[src/rtl/fifo_rd_pkg.sv]
`default_nettype none
// ============================================================================
// Module  : fifo_rd_pkg
// Brief   : Shared types, sizes and index helpers for the FIFO read controller
// Revision: 1.0  initial release
// ============================================================================
package fifo_rd_pkg;

  typedef enum logic [0:0] {
    STREAM = 1'b0,
    FLUSH  = 1'b1
  } rd_state_e;

  localparam int BUF_DEPTH  = 3;
  localparam int RD_LATENCY = 1;
  localparam int CNT_W      = $clog2(BUF_DEPTH + 1);
  localparam int IDX_W      = $clog2(BUF_DEPTH);

  function automatic logic [IDX_W-1:0] next_idx(input logic [IDX_W-1:0] idx);
    return (idx == IDX_W'(BUF_DEPTH - 1)) ? '0 : idx + 1'b1;
  endfunction

  // A read may only be issued if its word is guaranteed a slot on arrival.
  function automatic logic has_credit(input logic [CNT_W-1:0] cnt, input logic inflight);
    return ((CNT_W+1)'(cnt) + (CNT_W+1)'(inflight)) < (CNT_W+1)'(BUF_DEPTH);
  endfunction

endpackage
`default_nettype wire

[src/rtl/fifo_read_ctrl_if.sv]
`default_nettype none
// ============================================================================
// Module  : fifo_read_ctrl_if
// Brief   : FIFO read port plus valid/ready output stream of the read controller
// Revision: 1.0  initial release
// ============================================================================
interface fifo_read_ctrl_if #(
  parameter int DATA_WIDTH = 16
);
  logic                  fifo_empty;
  logic [DATA_WIDTH-1:0] fifo_dout;
  logic                  fifo_rd_en;
  logic                  m_valid;
  logic                  m_ready;
  logic [DATA_WIDTH-1:0] m_data;

  modport master (
    input  fifo_empty, fifo_dout, m_ready,
    output fifo_rd_en, m_valid, m_data
  );

  modport slave (
    output fifo_empty, fifo_dout, m_ready,
    input  fifo_rd_en, m_valid, m_data
  );
endinterface
`default_nettype wire

[src/rtl/fifo_rd_buf.sv]
`default_nettype none
// ============================================================================
// Module  : fifo_rd_buf
// Brief   : 3-entry circular register buffer with push/pop/clear and fill count
// Revision: 1.0  initial release
// ============================================================================
module fifo_rd_buf
  import fifo_rd_pkg::*;
#(
  parameter int DATA_WIDTH = 16
) (
  input  wire logic                  clk,
  input  wire logic                  rst_n,
  input  wire logic                  clear,
  input  wire logic                  push,
  input  wire logic                  pop,
  input  wire logic [DATA_WIDTH-1:0] din,
  output logic      [DATA_WIDTH-1:0] dout,
  output logic      [CNT_W-1:0]      cnt
);

  logic [DATA_WIDTH-1:0] r_mem [BUF_DEPTH];
  logic [IDX_W-1:0]      r_head;
  logic [IDX_W-1:0]      r_tail;
  logic [CNT_W-1:0]      r_cnt;

  always_ff @(posedge clk) begin
    if (!rst_n) begin
      for (int i = 0; i < BUF_DEPTH; i++) r_mem[i] <= '0;
      r_head <= '0;
      r_tail <= '0;
      r_cnt  <= '0;
    end else if (clear) begin
      // Storage is left as-is; only the pointers forget it.
      r_head <= '0;
      r_tail <= '0;
      r_cnt  <= '0;
    end else begin
      if (push) begin
        r_mem[r_tail] <= din;
        r_tail        <= next_idx(r_tail);
      end
      if (pop) r_head <= next_idx(r_head);
      case ({push, pop})
        2'b10:   r_cnt <= r_cnt + 1'b1;
        2'b01:   r_cnt <= r_cnt - 1'b1;
        default: r_cnt <= r_cnt;
      endcase
    end
  end

  assign dout = r_mem[r_head];
  assign cnt  = r_cnt;

endmodule
`default_nettype wire

[src/rtl/fifo_read_ctrl_sva.sv]
`default_nettype none
// ============================================================================
// Module  : fifo_read_ctrl_sva
// Brief   : Protocol and overflow properties of the FIFO read controller
// Revision: 1.0  initial release
// ============================================================================
module fifo_read_ctrl_sva
  import fifo_rd_pkg::*;
#(
  parameter int DATA_WIDTH = 16
) (
  input wire logic                  clk,
  input wire logic                  rst_n,
  input wire logic                  m_valid,
  input wire logic                  m_ready,
  input wire logic [DATA_WIDTH-1:0] m_data,
  input wire logic                  flush,
  input wire logic                  push,
  input wire logic [CNT_W-1:0]      cnt,
  input wire logic                  inflight
);

  a_no_overflow : assert property (@(posedge clk) disable iff (!rst_n)
    push |-> (cnt < CNT_W'(BUF_DEPTH)));

  a_credit : assert property (@(posedge clk) disable iff (!rst_n)
    ((CNT_W+1)'(cnt) + (CNT_W+1)'(inflight)) <= (CNT_W+1)'(BUF_DEPTH));

  // A stalled word stays put unless a flush deliberately discards it.
  a_hold : assert property (@(posedge clk) disable iff (!rst_n)
    (m_valid && !m_ready && !flush) |=> (m_valid && $stable(m_data)));

endmodule
`default_nettype wire

[src/rtl/fifo_read_ctrl.sv]
`default_nettype none
// ============================================================================
// Module  : fifo_read_ctrl
// Brief   : FIFO read-side master; hides 1-cycle read latency behind a 3-word buffer
// Revision: 1.0  initial release
// ============================================================================
module fifo_read_ctrl
  import fifo_rd_pkg::*;
#(
  parameter int DATA_WIDTH = 16,
  parameter int CNT_WIDTH  = 16
) (
  input  wire logic                 clk,
  input  wire logic                 rst_n,
  fifo_read_ctrl_if.master          bus,
  input  wire logic                 flush,
  output logic      [CNT_WIDTH-1:0] word_cnt,
  output logic                      busy
);

  rd_state_e             r_state;
  rd_state_e             w_state_nxt;
  logic                  r_inflight;
  logic [CNT_WIDTH-1:0]  r_word_cnt;
  logic [CNT_W-1:0]      w_cnt;
  logic [DATA_WIDTH-1:0] w_head;
  logic                  w_rd_en;
  logic                  w_clear;
  logic                  w_push;
  logic                  w_valid;
  logic                  w_pop;

  always_ff @(posedge clk) begin
    if (!rst_n) r_state <= STREAM;
    else        r_state <= w_state_nxt;
  end

  // rd_en sees only registers, fifo_empty and flush, never m_ready.
  always_comb begin
    w_state_nxt = r_state;
    w_rd_en     = 1'b0;
    w_clear     = 1'b0;
    w_push      = 1'b0;
    case (r_state)
      STREAM: begin
        w_push = r_inflight && !flush;
        if (flush) begin
          w_clear = 1'b1;
          if (r_inflight) w_state_nxt = FLUSH;
        end else begin
          w_rd_en = rst_n && !bus.fifo_empty && has_credit(w_cnt, r_inflight);
        end
      end
      FLUSH:   w_state_nxt = STREAM;
      default: w_state_nxt = STREAM;
    endcase
  end

  assign w_valid = (w_cnt != '0) && (r_state == STREAM);
  assign w_pop   = w_valid && bus.m_ready;

  always_ff @(posedge clk) begin
    if (!rst_n) begin
      r_inflight <= 1'b0;
      r_word_cnt <= '0;
    end else begin
      r_inflight <= w_rd_en;
      if (w_pop) r_word_cnt <= r_word_cnt + CNT_WIDTH'(1);
    end
  end

  fifo_rd_buf #(
    .DATA_WIDTH (DATA_WIDTH)
  ) u_buf (
    .clk   (clk),
    .rst_n (rst_n),
    .clear (w_clear),
    .push  (w_push),
    .pop   (w_pop && !w_clear),
    .din   (bus.fifo_dout),
    .dout  (w_head),
    .cnt   (w_cnt)
  );

  assign bus.fifo_rd_en = w_rd_en;
  assign bus.m_valid    = w_valid;
  assign bus.m_data     = w_head;
  assign word_cnt       = r_word_cnt;
  assign busy           = (w_cnt != '0) || r_inflight || (r_state == FLUSH);

  fifo_read_ctrl_sva #(
    .DATA_WIDTH (DATA_WIDTH)
  ) u_sva (
    .clk      (clk),
    .rst_n    (rst_n),
    .m_valid  (w_valid),
    .m_ready  (bus.m_ready),
    .m_data   (w_head),
    .flush    (flush),
    .push     (w_push),
    .cnt      (w_cnt),
    .inflight (r_inflight)
  );

endmodule
`default_nettype wire

[src/flat_wrapper.sv]
// flat-port wrapper written by rule: the top's interface ports become plain ports
module fifo_read_ctrl_flat import fifo_rd_pkg::*;
#(
  parameter int DATA_WIDTH = 16,
  parameter int CNT_WIDTH  = 16
)
  (clk, rst_n, flush, word_cnt, busy, bus_fifo_empty, bus_fifo_dout, bus_m_ready, bus_fifo_rd_en, bus_m_valid, bus_m_data);
  fifo_read_ctrl_if #(.DATA_WIDTH(DATA_WIDTH)) bus_i ();
  input  wire logic clk;
  input  wire logic rst_n;
  input  wire logic flush;
  output logic      [CNT_WIDTH-1:0] word_cnt;
  output logic busy;
  input wire logic [$bits(bus_i.fifo_empty)-1:0] bus_fifo_empty;
  input wire logic [$bits(bus_i.fifo_dout)-1:0] bus_fifo_dout;
  input wire logic [$bits(bus_i.m_ready)-1:0] bus_m_ready;
  output wire logic [$bits(bus_i.fifo_rd_en)-1:0] bus_fifo_rd_en;
  output wire logic [$bits(bus_i.m_valid)-1:0] bus_m_valid;
  output wire logic [$bits(bus_i.m_data)-1:0] bus_m_data;
  assign bus_i.fifo_empty = bus_fifo_empty;
  assign bus_i.fifo_dout = bus_fifo_dout;
  assign bus_i.m_ready = bus_m_ready;
  assign bus_fifo_rd_en = bus_i.fifo_rd_en;
  assign bus_m_valid = bus_i.m_valid;
  assign bus_m_data = bus_i.m_data;
  fifo_read_ctrl #(.DATA_WIDTH(DATA_WIDTH), .CNT_WIDTH(CNT_WIDTH)) u_core (.clk(clk), .rst_n(rst_n), .bus(bus_i), .flush(flush), .word_cnt(word_cnt), .busy(busy));
endmodule
[config.mk]
export PLATFORM = sky130hd
export DESIGN_NAME = fifo_read_ctrl_flat
export DESIGN_NICKNAME = d
export VERILOG_FILES = /design/src/rtl/fifo_rd_pkg.sv /design/src/rtl/fifo_read_ctrl_if.sv /design/src/rtl/fifo_rd_buf.sv /design/src/rtl/fifo_read_ctrl_sva.sv /design/src/rtl/fifo_read_ctrl.sv /design/src/flat_wrapper.sv
export SDC_FILE = /design/constraint.sdc
export NUM_CORES = 1
export LEC_CHECK = 0
export ABC_AREA = 1
export CAP_MARGIN = 20
export CORE_MARGIN = 4
export CORE_UTILIZATION = 49
export DETAILED_ROUTE_END_ITERATION = 8
export PLACE_DENSITY = 0.75
export SYNTH_ARGS = -nofsm -noshare
export SYNTH_HDL_FRONTEND = slang
export SYNTH_SLANG_ARGS = --single-unit
[constraint.sdc]
create_clock -name clk -period 2.9 [get_ports clk]
set_clock_uncertainty 0.15 [all_clocks]
set_input_delay 0.58 -clock clk [delete_from_list [all_inputs] [get_ports clk]]
set_output_delay 0.58 -clock clk [all_outputs]
set_load 0.01 [all_outputs]
==> metrics, run 1 <==
port bufs=55; setup slack at placement=73.3 ps; crit-path max FO=10; Setup CP Type=reg -> out; htree depth=3; worst min path class=reg -> reg; RSZ-0062 raised after global routing=no; # diodes=0; PD cells=457 nW/um^2; CTS sink cnt=90; highest metal used=met4; DRC=0; Worst Hold Launch=u_core.word_cnt[1]; WL met3=387 um; Worst Setup Start Kind=flop; worst slew pin tran=373 ps; Detailed Place HPWL=5.81 mm; layout cells sized above 1=16.3%; pin count of the biggest net entering global routing=27; Synth Flop Type=edfxtp_1; Slew Viols, Final=0; IO Count=56; Synth cell types=32; Final Setup Violations=0; Antenna Violating Nets Remaining=0; CTS Buffer Depth=2; final-stage net count=518; Die Area=10000 um^2; TritonRoute pass-1 iters=4; Syn Nets=448; WHS Path Cells=2; Area Overhead vs Synth=22.7%; Final WS setup=177 ps; Seq/Total Area, Yosys=58.7%; Avg Synthesized Cell Area=9.84 um^2; setup TNS=0 ps; CTS Buf Count=9; CP endpoint kind=primary output; Die W=100 um; Via Count=3101; Clock transition at path regs=80 ps; final count of hold timing violations=0; Ys Warns=0; initial antenna violation count=0; Async S/R FF share, synth=0%; R2R cell count=9; first-pass GRT wire length=14.5 mm; max_cap viols=0; Mapped Area=4160 um^2; Metal-1 WL=3.77 mm; Met2 Wirelength=4.41 mm; Synth area leaders=edfxtp_1, dfxtp_1, nor2_1; Routed WL per cell=14.4 um; status=finished, final reports clean; Post-Syn Instances=423; gp weighted congestion=0.857; total core area=8260 um^2; Remaining Overflow, GRT=0; GRT Total Usage=18.5%; Root Driver=clkbuf_8; Initial Util=50.4%; hold path endpoint=u_core.word_cnt[1]; Tot Pwr=2.34 mW; fill count=703; fin crit share=93.9%; FF-to-FF Start=u_core.r_state; Post-synth EDFFs=64; R2R Path End=u_core.u_buf.cnt[1]; Max Clk Rate=367 MHz; Skew-Pair Late Insertion Delay=360 ps; Worst VDD drop=0.235 mV; vias per cell=5.14; Iter 0 DRT Violations=123; number of global-route vias before repair=3008; FP Rows=33; Final min period=2720 ps; number of synthesized register bits=90; Detailed Route WL=8.67 mm; slack of the worst reg-to-reg path=1010 ps; CTS tree=done; Required @ worst endpoint=2170 ps; cell taking the most area after synthesis=edfxtp_1; Die Height=100 um; Lkg Pwr=1.87 nW; Max-slew headroom=75.1%; CP Data Arrival Time=1990 ps; Synth top area share=46.2%
[registers in the layout, summed over array words and instances, names as in the netlist, named ones only]
signal and count:
u_core.r_inflight 1, u_core.r_state 1, u_core.u_buf.cnt 2, u_core.u_buf.r_head 2, u_core.u_buf.r_mem 64, u_core.u_buf.r_tail 2, u_core.word_cnt 16
[worst max-delay path, stage by stage, from the launching register on]
cell	delay [ps]
dfxtp_1	550
buf_4	230
o21ai_0	90
o22ai_1	200
clkdlybuf4s50_1	570
[final cells by class]
class                           instances  area [um^2]  area share [%]
Sequential cell                        90         2440            47.9
Multi-Input combinational cell        277         1490            29.1
Timing Repair Buffer                   72          706            13.8
Inverter                               43          164            3.21
Tap cell                              105          131            2.57
Clock buffer                           10          128            2.50
Clock inverter                          6         48.8           0.956
[placed cells by master, fill, tap and decap left out, drive strengths merged, types with 6 or more instances in the layout]
cell type      instances
o21ai                 37
inv                   44
nand2                 51
dfxtp                 26
edfxtp                64
clkdlybuf4s50         54
nand3                 20
a21oi                 16
nor2                 119
clkbuf                10
nor3                   6
buf                   17
o22ai                 16
[logic make-up after synthesis]
| logic type | count (synthesis) | synth area share, % |
|---|---|---|
| adder cells (fa/ha/maj) | 4 | 1.20 |
| AO/OA/AOI/OAI | 70 | 8.96 |
| AND/OR/NAND/NOR | 203 | 25.2 |
| flip-flops | 90 | 58.7 |
| buffers and inverters | 56 | 5.95 |
[what timing repair did]
item | CTS | global route
gates resized for setup | 1 | 3
pin swaps | 0 | 0
buffers inserted | 0 | 0
setup endpoints to repair | 1 | 4
hold buffers | 0 | 0
[report_power, final]
group	leakage [nW]	switching (mW)	internal, mW
logic	0.944	0.0833	0.0734
clock network	0.0795	0.454	0.319
registers	0.846	0.00807	1.40
total	1.87	0.545	1.79
[layer usage]
metal  global-route usage (%)  vias to the layer above
li1                         -                     1553
met1                     23.3                     1472
met2                     31.5                       68
met3                     4.10                        8
met4                     6.22                        0
met5                        0                        -
[metrics by stage]
stage | hold WS, ps | std cells | instance area (um^2) | util [%]
final | 390 | 603 | 5110 | 61.8
after detailed placement | 376 | 587 | 4930 | 59.7
after global routing | 418 | 603 | 5110 | 61.8
after global placement | 348 | 587 | 4930 | 59.7
after floorplan | 339 | 423 | 4170 | -
after CTS | 390 | 603 | 5100 | 61.8
[how the worst max path moves through the flow]
stage,start,end,slack (ps),cells after the start
global placement,rst_n,bus_fifo_rd_en,150,4
floorplan,rst_n,u_core.u_buf.r_mem[3][0],530,3
detailed placement,rst_n,bus_fifo_rd_en,70,4
finish,flop,bus_m_data[7],180,4
CTS,flop,bus_m_data[0],30,4
global route,flop,bus_m_data[7],9,4
[cell usage after synthesis, drive strengths merged (4+ instances only)]
cell / count
buf: 5
a21oi: 16
nand2: 51
ha: 4
o21ai: 37
inv: 42
clkbuf: 8
edfxtp: 64
nor3: 6
nand3: 20
o22ai: 16
dfxtp: 26
nor2: 119
Note: power is estimated with default switching activity, not from simulation.
==> run 2: changes to the inputs <==
Settings changed: CAP_MARGIN 20 to default.
==> results of run 2 <==
The final DEF is identical to that of run 1; final timing and power are the same.
